File: src/rtl/demux8_pkg.sv
// demux8_pkg -- shared types and constants for the demux8_stream block.
//   NUM_OUT      : number of output channels
//   SEL_W        : width of the destination select
//   CNT_W        : width of each per-channel drain counter (DEMUX8_COUNT_EN builds)
//   sel_t        : destination select type
//   slot_state_t : per-channel holding-slot state
package demux8_pkg;

    localparam int NUM_OUT = 8;
    localparam int SEL_W   = 3;
    localparam int CNT_W   = 16;

    typedef logic [SEL_W-1:0] sel_t;

    typedef enum logic {
        EMPTY = 1'b0,
        FULL  = 1'b1
    } slot_state_t;

endpackage

File: src/rtl/demux8_stream_if.sv
// demux8_stream_if -- producer-side and consumer-side stream signals of the
// 1-to-8 demultiplexer, bundled so the block and its environment share one view.
//   in_data   [N]         input word
//   in_sel    [SEL_W]     destination channel of in_data
//   in_valid              producer offers a word
//   in_ready              demux accepts the offered word this cycle
//   out_data  [NUM_OUT*N] channel k data at [k*N +: N]
//   out_valid [NUM_OUT]   channel k slot holds a word
//   out_ready [NUM_OUT]   consumer k takes its word this cycle
// modport master : environment (drives producer and consumer-ready signals)
// modport slave  : the demux itself
interface demux8_stream_if
    import demux8_pkg::*;
#(
    parameter int N = 32
);

    logic [N-1:0]         in_data;
    sel_t                 in_sel;
    logic                 in_valid;
    logic                 in_ready;
    logic [NUM_OUT*N-1:0] out_data;
    logic [NUM_OUT-1:0]   out_valid;
    logic [NUM_OUT-1:0]   out_ready;

    modport master (
        output in_data,
        output in_sel,
        output in_valid,
        output out_ready,
        input  in_ready,
        input  out_data,
        input  out_valid
    );

    modport slave (
        input  in_data,
        input  in_sel,
        input  in_valid,
        input  out_ready,
        output in_ready,
        output out_data,
        output out_valid
    );

endinterface

File: src/rtl/demux8_slot.sv
// demux8_slot -- one-entry holding register for a single output channel.
//   clk, rst_n : clock, asynchronous active-low reset
//   load       : capture din this cycle (only asserted when the slot can take it)
//   drain      : consumer takes the held word this cycle
//   din  [N]   : word to capture
//   valid      : slot holds a word
//   dout [N]   : held word
// A load in the same cycle as a drain replaces the word with no empty cycle.
module demux8_slot
    import demux8_pkg::*;
#(
    parameter int N = 32
) (
    input  logic         clk,
    input  logic         rst_n,
    input  logic         load,
    input  logic         drain,
    input  logic [N-1:0] din,
    output logic         valid,
    output logic [N-1:0] dout
);

    slot_state_t  state_q, state_d;
    logic [N-1:0] data_q, data_d;

    always_ff @(posedge clk or negedge rst_n) begin
        if (!rst_n) begin
            state_q <= EMPTY;
            data_q  <= '0;
        end else begin
            state_q <= state_d;
            data_q  <= data_d;
        end
    end

    always_comb begin
        state_d = state_q;
        data_d  = data_q;
        case (state_q)
            EMPTY: begin
                if (load) begin
                    state_d = FULL;
                    data_d  = din;
                end
            end
            FULL: begin
                if (load) begin
                    // Drain and load together: keep FULL, swap in the new word.
                    data_d = din;
                end else if (drain) begin
                    state_d = EMPTY;
                end
            end
            default: state_d = EMPTY;
        endcase
    end

    assign valid = (state_q == FULL);
    assign dout  = data_q;

endmodule

File: src/rtl/demux8_stream.sv
// demux8_stream -- registered 1-to-8 stream demultiplexer with valid/ready.
// Each input word is steered by in_sel into that channel's one-entry slot and
// appears on the channel output one cycle after acceptance.
//   clk       : system clock
//   rst_n     : asynchronous active-low reset (clears all slots, in_ready low)
//   bus       : demux8_stream_if.slave (in_* producer side, out_* consumers)
// Optional build macro DEMUX8_COUNT_EN adds per-channel drain counters:
//   cnt_clear : clear all counters on the next edge (wins over a drain)
//   cnt       : counter k at [k*CNT_W +: CNT_W], wraps at all-ones
module demux8_stream
    import demux8_pkg::*;
#(
    parameter int N = 32
) (
    input  logic                     clk,
    input  logic                     rst_n,
    demux8_stream_if.slave           bus
`ifdef DEMUX8_COUNT_EN
    ,
    input  logic                     cnt_clear,
    output logic [NUM_OUT*CNT_W-1:0] cnt
`endif
);

    logic [NUM_OUT-1:0] load;
    logic [NUM_OUT-1:0] drain;
    logic [NUM_OUT-1:0] slot_valid;
    logic               in_ready;

    // Readiness depends only on the addressed slot, so a stalled channel never
    // blocks words bound for other channels.
    assign in_ready = rst_n & (~slot_valid[bus.in_sel] | bus.out_ready[bus.in_sel]);
    assign bus.in_ready = in_ready;

    for (genvar k = 0; k < NUM_OUT; k++) begin : g_slot
        assign load[k]  = bus.in_valid & in_ready & (bus.in_sel == sel_t'(k));
        assign drain[k] = slot_valid[k] & bus.out_ready[k];

        demux8_slot #(
            .N (N)
        ) u_slot (
            .clk   (clk),
            .rst_n (rst_n),
            .load  (load[k]),
            .drain (drain[k]),
            .din   (bus.in_data),
            .valid (slot_valid[k]),
            .dout  (bus.out_data[k*N +: N])
        );
    end

    assign bus.out_valid = slot_valid;

`ifdef DEMUX8_COUNT_EN
    logic [CNT_W-1:0] cnt_q [NUM_OUT];
    logic [CNT_W-1:0] cnt_d [NUM_OUT];

    always_ff @(posedge clk or negedge rst_n) begin
        if (!rst_n) begin
            for (int k = 0; k < NUM_OUT; k++) begin
                cnt_q[k] <= '0;
            end
        end else begin
            for (int k = 0; k < NUM_OUT; k++) begin
                cnt_q[k] <= cnt_d[k];
            end
        end
    end

    always_comb begin
        for (int k = 0; k < NUM_OUT; k++) begin
            cnt_d[k] = cnt_q[k];
            if (cnt_clear) begin
                cnt_d[k] = '0;
            end else if (drain[k]) begin
                cnt_d[k] = cnt_q[k] + CNT_W'(1);
            end
        end
    end

    for (genvar k = 0; k < NUM_OUT; k++) begin : g_cnt
        assign cnt[k*CNT_W +: CNT_W] = cnt_q[k];
    end
`endif

endmodule

File: src/flat_wrapper.sv
// flat-port wrapper written by rule: the top's interface ports become plain ports
module demux8_stream_flat import demux8_pkg::*;
#(
    parameter int N = 32
)
  (clk, rst_n, bus_in_data, bus_in_sel, bus_in_valid, bus_out_ready, bus_in_ready, bus_out_data, bus_out_valid);
  demux8_stream_if #(.N(N)) bus_i ();
  input  logic clk;
  input  logic rst_n;
  input wire logic [$bits(bus_i.in_data)-1:0] bus_in_data;
  input wire logic [$bits(bus_i.in_sel)-1:0] bus_in_sel;
  input wire logic [$bits(bus_i.in_valid)-1:0] bus_in_valid;
  input wire logic [$bits(bus_i.out_ready)-1:0] bus_out_ready;
  output wire logic [$bits(bus_i.in_ready)-1:0] bus_in_ready;
  output wire logic [$bits(bus_i.out_data)-1:0] bus_out_data;
  output wire logic [$bits(bus_i.out_valid)-1:0] bus_out_valid;
  assign bus_i.in_data = bus_in_data;
  assign bus_i.in_sel = bus_in_sel;
  assign bus_i.in_valid = bus_in_valid;
  assign bus_i.out_ready = bus_out_ready;
  assign bus_in_ready = bus_i.in_ready;
  assign bus_out_data = bus_i.out_data;
  assign bus_out_valid = bus_i.out_valid;
  demux8_stream #(.N(N)) u_core (.clk(clk), .rst_n(rst_n), .bus(bus_i));
endmodule
File: config.mk
export PLATFORM = sky130hd
export DESIGN_NAME = demux8_stream_flat
export DESIGN_NICKNAME = d
export VERILOG_FILES = /design/src/rtl/demux8_pkg.sv /design/src/rtl/demux8_stream_if.sv /design/src/rtl/demux8_slot.sv /design/src/rtl/demux8_stream.sv /design/src/flat_wrapper.sv
export SDC_FILE = /design/constraint.sdc
export NUM_CORES = 1
export LEC_CHECK = 0
export ABC_AREA = 1
export ABC_CLOCK_PERIOD_IN_PS = 5200
export BUFFER_PORTS_ARGS = -buffer_cell sky130_fd_sc_hd__buf_2
export CAP_MARGIN = 10
export CORE_ASPECT_RATIO = 1.25
export CORE_UTILIZATION = 35
export CTS_BUF_LIST = sky130_fd_sc_hd__clkbuf_8
export DETAILED_ROUTE_END_ITERATION = 7
export HOLD_SLACK_MARGIN = 0.02
export PLACE_DENSITY = 0.55
export SYNTH_ARGS = -nofsm -noshare
export SYNTH_HDL_FRONTEND = slang
export SYNTH_SLANG_ARGS = --single-unit
export TNS_END_PERCENT = 20
File: constraint.sdc
create_clock -name clk -period 5.2 [get_ports clk]
set_clock_uncertainty 0.15 [all_clocks]
set_input_delay 1.04 -clock clk [delete_from_list [all_inputs] [get_ports clk]]
set_output_delay 1.04 -clock clk [all_outputs]
set_load 0.02 [all_outputs]
======== Word level (Yosys, flattened, before mapping) ========
Cells that the tools add are included.
word-level totals
  register bits after elaboration ......... 264
  bits of input ports ..................... 46
  output and inout port bits .............. 265
  logic and storage cells ................. 97
cells by class
  order comparisons ....................... 1
  eq/ne operators ......................... 7
  multiplexer cells ....................... 44
  bitwise gates (word level) .............. 28
  reduce and logical (&&, ||, !) cells .... 1
operators by type and width
  kind                                                        number
  2-to-1 mux 32 bit                                           8
  2-to-1 mux 1 bit                                            26
  bitwise AND 1 bit                                           18
  case mux 1 bit (2 select lines)                             8
  equality test 3 bit, second input constant                  4
  NOT 1 bit                                                   9
  binary-select mux 1 bit (select 3 bit)                      2
  equality test 3 x 2 -> 1 bit, second input constant         2
  less-than comparator 3 x 4 -> 1 bit, second input constant  1
  equality test 3 x 1 -> 1 bit, second input constant         1
  zero test 3 bit                                             1
  bitwise OR 1 bit                                            1

======== Longest topological paths before layout ========
  depth in word-level cells ............... 9
  depth in mapped cells ................... 12
  mapped depth without buffers ............ 10

======== Modules after synthesis ========
From an unflattened synthesis, not the netlist that was laid out.
second synthesis, totals
  cell total of the unflattened synthesis .. 1190
  area, all modules ....................... 10905.5 um^2
by module, submodules not included
  module         instances  cells an instance  area each (um^2)  seq. area each (um^2)
  demux8_slot    8          140                1326.3            825.8
  demux8_stream  1          70                 295.3             0.0

======== Worst setup path after synthesis ========
Ideal clock, no wire load.
  path type ............................... input-to-output
  start ................................... in bus_in_sel[0]
  end ..................................... out bus_in_ready
  arrival ................................. 2163 ps
  data required time ...................... 4010 ps
  path slack .............................. 1847 ps
  cell stages on the path ................. 9
  path buffers ............................ 2
  path through ............................ buf_2 nor2_1 nand2_1 nand3_1 nor2_1 nand2_1 nand2_1 nor2_1 clkbuf_1
on the way
  cells in the longest elaborated chain, start to end .. 5
  elaborated cells on any way between the ends .. 7
  classes of those cells .................. mux (4); bitwise (3)
ends and longest elaborated chain
  what                                    RTL line             text
  start: declaration                      flat_wrapper.sv:11   input wire logic [$bits(bus_i.in_sel)-1:0] bus_in_sel;
  binary-select mux 1 bit (select 3 bit)  demux8_stream.sv:32  assign in_ready = rst_n & (~slot_valid[bus.in_sel] | bus.out_ready[bus.in_sel]);
  2-to-1 mux 1 bit (not written as such)  demux8_stream.sv:32
  NOT 1 bit                               demux8_stream.sv:32
  bitwise OR 1 bit *                      demux8_stream.sv:32
  bitwise AND 1 bit *                     demux8_stream.sv:32
  end: declaration                        flat_wrapper.sv:14   output wire logic [$bits(bus_i.in_ready)-1:0] bus_in_ready;
Mark *: on every way between the ends. The rest lies on a longest branch, timed or not. The select of a mux whose other input is x is not followed.

======== Worst setup path in the final report ========
  start ................................... in bus_in_sel[2]
  end ..................................... out bus_in_ready
The elaborated chain is that of the path after synthesis.

==> metrics.md <==
| Metric | Value |
|---|---|
| CP bufs+invs | `3` |
| Final net count | `1,537` |
| Num CTS Buffers | `45` |
| HP Class | `in -> async` |
| Fillers | `3,216` |
| Die area | `32,600 µm²` |
| Ant. Diodes | `0` |
| Wirelength per Cell | `21.2 µm` |
| TritonRoute pass-1 iters | `5` |
| Max_slew headroom | `0.234` |
| Worst-Margin Slew | `1.15 ns` |
| Met1 Routed Length | `16.5 mm` |
| Root buffer cell | `clkbuf_8` |
| Setup TNS | `0 ns` |
| Slowest cell on the critical path | `inv_1` |
| Seq/Total Area, Yosys | `0.593` |
| Syn Area/Cell | `8.85 µm²` |
| Library cells used by synthesis | `13` |
| Clock H-tree levels | `2` |
| FP Rows | `72` |
| Top post-synthesis cells by area | `dfrtp_1, nand2_1, nand4_1` |
| IR drop worst, VDD | `0.000225 V` |
| Largest net degree at the start of global routing | `257` |
| Arr. time, crit path | `2.22 ns` |
| Max Fclk | `293 MHz` |
| Syn-to-layout area delta | `23.0%` |
| Vias in the first global route | `9,843` |
| Antenna Violating Nets Remaining | `0` |
| Most frequent cells in the layout | `nand2_1, buf_2, nand4_1` |
| DR WL met3 | `2.96 mm` |
| DR vias/cell | `5.26` |
| Crit-path most repeated cell | `nand2_1` |
| Pwr dens | `469 nW/µm²` |
| Final Hold Fails | `0` |
| Synthesized area | `11,100 µm²` |
| DR iter-0 viols | `1,013` |
| Worst Path Required | `4.01 ns` |
| Initial core utilization | `0.357` |
| Yosys Warn Count | `0` |
| Fin crit share | `0.656` |
| Crit Path Category | `in -> out` |
| CTS sink cnt | `264` |
| Global route overflow | `0` |
| Global-route wire length before repair | `62.3 mm` |
| Commonest non-fill, non-tap cell in the layout | `nand2_1` |
| Die X | `162 µm` |
| Syn Inst Count | `1,259` |
| Resized Gates After CTS | `0` |
| Buffers on Ports | `310` |
| Core Area | `31,200 µm²` |
| Detailed Place HPWL | `25.2 mm` |
| Tmin final | `3.41 ns` |
| Top-area cell type share of the netlist area | `0.593` |
| Largest area contributor in the netlist | `dfrtp_1` |
| Reg clk slew, reported paths | `0.06 ns` |
| Max-Cap Viols | `0` |
| Postcts setup bufs | `0` |
| Max FO, Critical Path | `7` |
| Metal2 WL | `19.9 mm` |
| Min Hold Slack | `0.246 ns` |
| Final Util | `0.440` |
| Clock buffer depth | `3` |
| Clk_lat worst skew | `0.59 ns` |
| CTS tree | `done` |
| Status | `finished, final reports clean` |
| Critical-path cell list | `buf_2 > inv_1 > nand2_1 > nor2_1 > nand2_1 > nand2_1 > nor2_4 > buf_2` |
| CP Capture Type | `output port` |
| Synthesized net count | `1,305` |
| Crit path launch type | `primary input` |
| Synth Register Bits | `264` |
| Global Route Usage Sum | `0.251` |
| Critical path's top delay family | `buffers and inverters` |
| Setup violators final | `0` |
| Boundary Pins | `311` |
| Total wire length | `40.9 mm` |
| Slowest cell delay on critical path | `0.30 ns` |
| Share of layout cells above drive strength 1 | `0.264` |
| Die H | `201 µm` |
| DRC | `0` |
| Routability cong. | `0.806` |
| Initial antenna violation count | `0` |
| Max-slew violations | `0` |
| Hold Buf Count CTS | `0` |
| Uppermost layer routed | `met4` |
| Via Count | `10,138` |
| RSZ-0062 raised after global routing | `false` |
| Leak Pwr | `7.71 nW` |
==> worst register-to-register path, cell delays in order, from the launching register on <==
cell     delay (ns)
dfrtp_1        0.42
nand2_1        0.09
o21ai_0        0.09
nand2_1        0.07
nand2_1        0.07
nand2_1        0.06
nor2_1         0.07
nor2_4         0.17
buf_12         0.77
nand4_1        0.38
nand2_1        0.14
==> synth_stat cells <==
master	number
a21oi_2	1
buf_4	8
o21ai_0	11
buf_1	2
nand2_1	537
nand3_1	4
nand4_1	265
nor2_1	15
inv_1	16
dfrtp_1	264
buf_2	37
clkbuf_1	69
clkbuf_2	30
==> state kept, by name, indices dropped and copies added (netlist names) <==
signal / flops
u_core.g_slot.u_slot.valid: 8
u_core.g_slot.u_slot.dout: 256
==> per-layer routing <==
metal / track usage / vias up
met5: 0 / -
met4: 0.109 / 0
met3: 0.0470 / 81
met2: 0.404 / 457
met1: 0.330 / 4908
li1: - / 4692
==> cell type report <==
type,count,area (µm²),share of cell area
Clock inverter,21,111,0.00812
Multi-Input combinational cell,833,3880,0.283
Inverter,16,60.1,0.00438
Sequential cell,264,6610,0.482
Tap cell,407,509,0.0372
Clock buffer,57,785,0.0572
Timing Repair Buffer,331,1750,0.128
==> worst paths after layout <==
path,startpoint,slack [ns],end,cells past startpoint
worst min register to register,u_core.g_slot[7].u_slot.dout[10]$_DFFE_PN0P_,0.31,u_core.g_slot[7].u_slot.dout[10]$_DFFE_PN0P_,2
worst max-delay path,bus_in_sel[2],1.79,bus_in_ready,8
min in group clk,u_core.g_slot[7].u_slot.dout[10]$_DFFE_PN0P_,0.31,u_core.g_slot[7].u_slot.dout[10]$_DFFE_PN0P_,2
worst max register to register,u_core.g_slot[5].u_slot.valid$_DFF_PN0_,2.64,u_core.g_slot[6].u_slot.dout[18]$_DFFE_PN0P_,10
max in group asynchronous,rst_n,3.36,u_core.g_slot[2].u_slot.dout[27]$_DFFE_PN0P_,2
worst min-delay path,rst_n,0.25,u_core.g_slot[6].u_slot.dout[5]$_DFFE_PN0P_,1
==> power breakdown <==
group          total, W  internal, W  leakage, nW  switching, W
clock           0.00189      0.00103        0.522      0.000859
sequential      0.00276      0.00251         3.37      0.000252
combinational   0.00178     0.000509         3.82       0.00128
==> cell families after synthesis <==
group,after synthesis,synth area share
AO/OA/AOI/OAI,12,0.00573
buffers and inverters,162,0.0648
flip-flops,264,0.593
AND/OR/NAND/NOR,821,0.337
==> through the flow <==
stage | power (W) | instances | worst slack [ns] | cell area, µm²
after floorplan | 0.00380 | 1259 | 1.85 | 11100
after global placement | 0.00457 | 1851 | 1.62 | 12800
after detailed placement | 0.00459 | 1851 | 1.60 | 12800
after CTS | 0.00650 | 1929 | 1.77 | 13700
after global routing | 0.00676 | 1929 | 1.67 | 13700
final | 0.00643 | 1929 | 1.79 | 13700
Power figures use the tool's default switching activity.
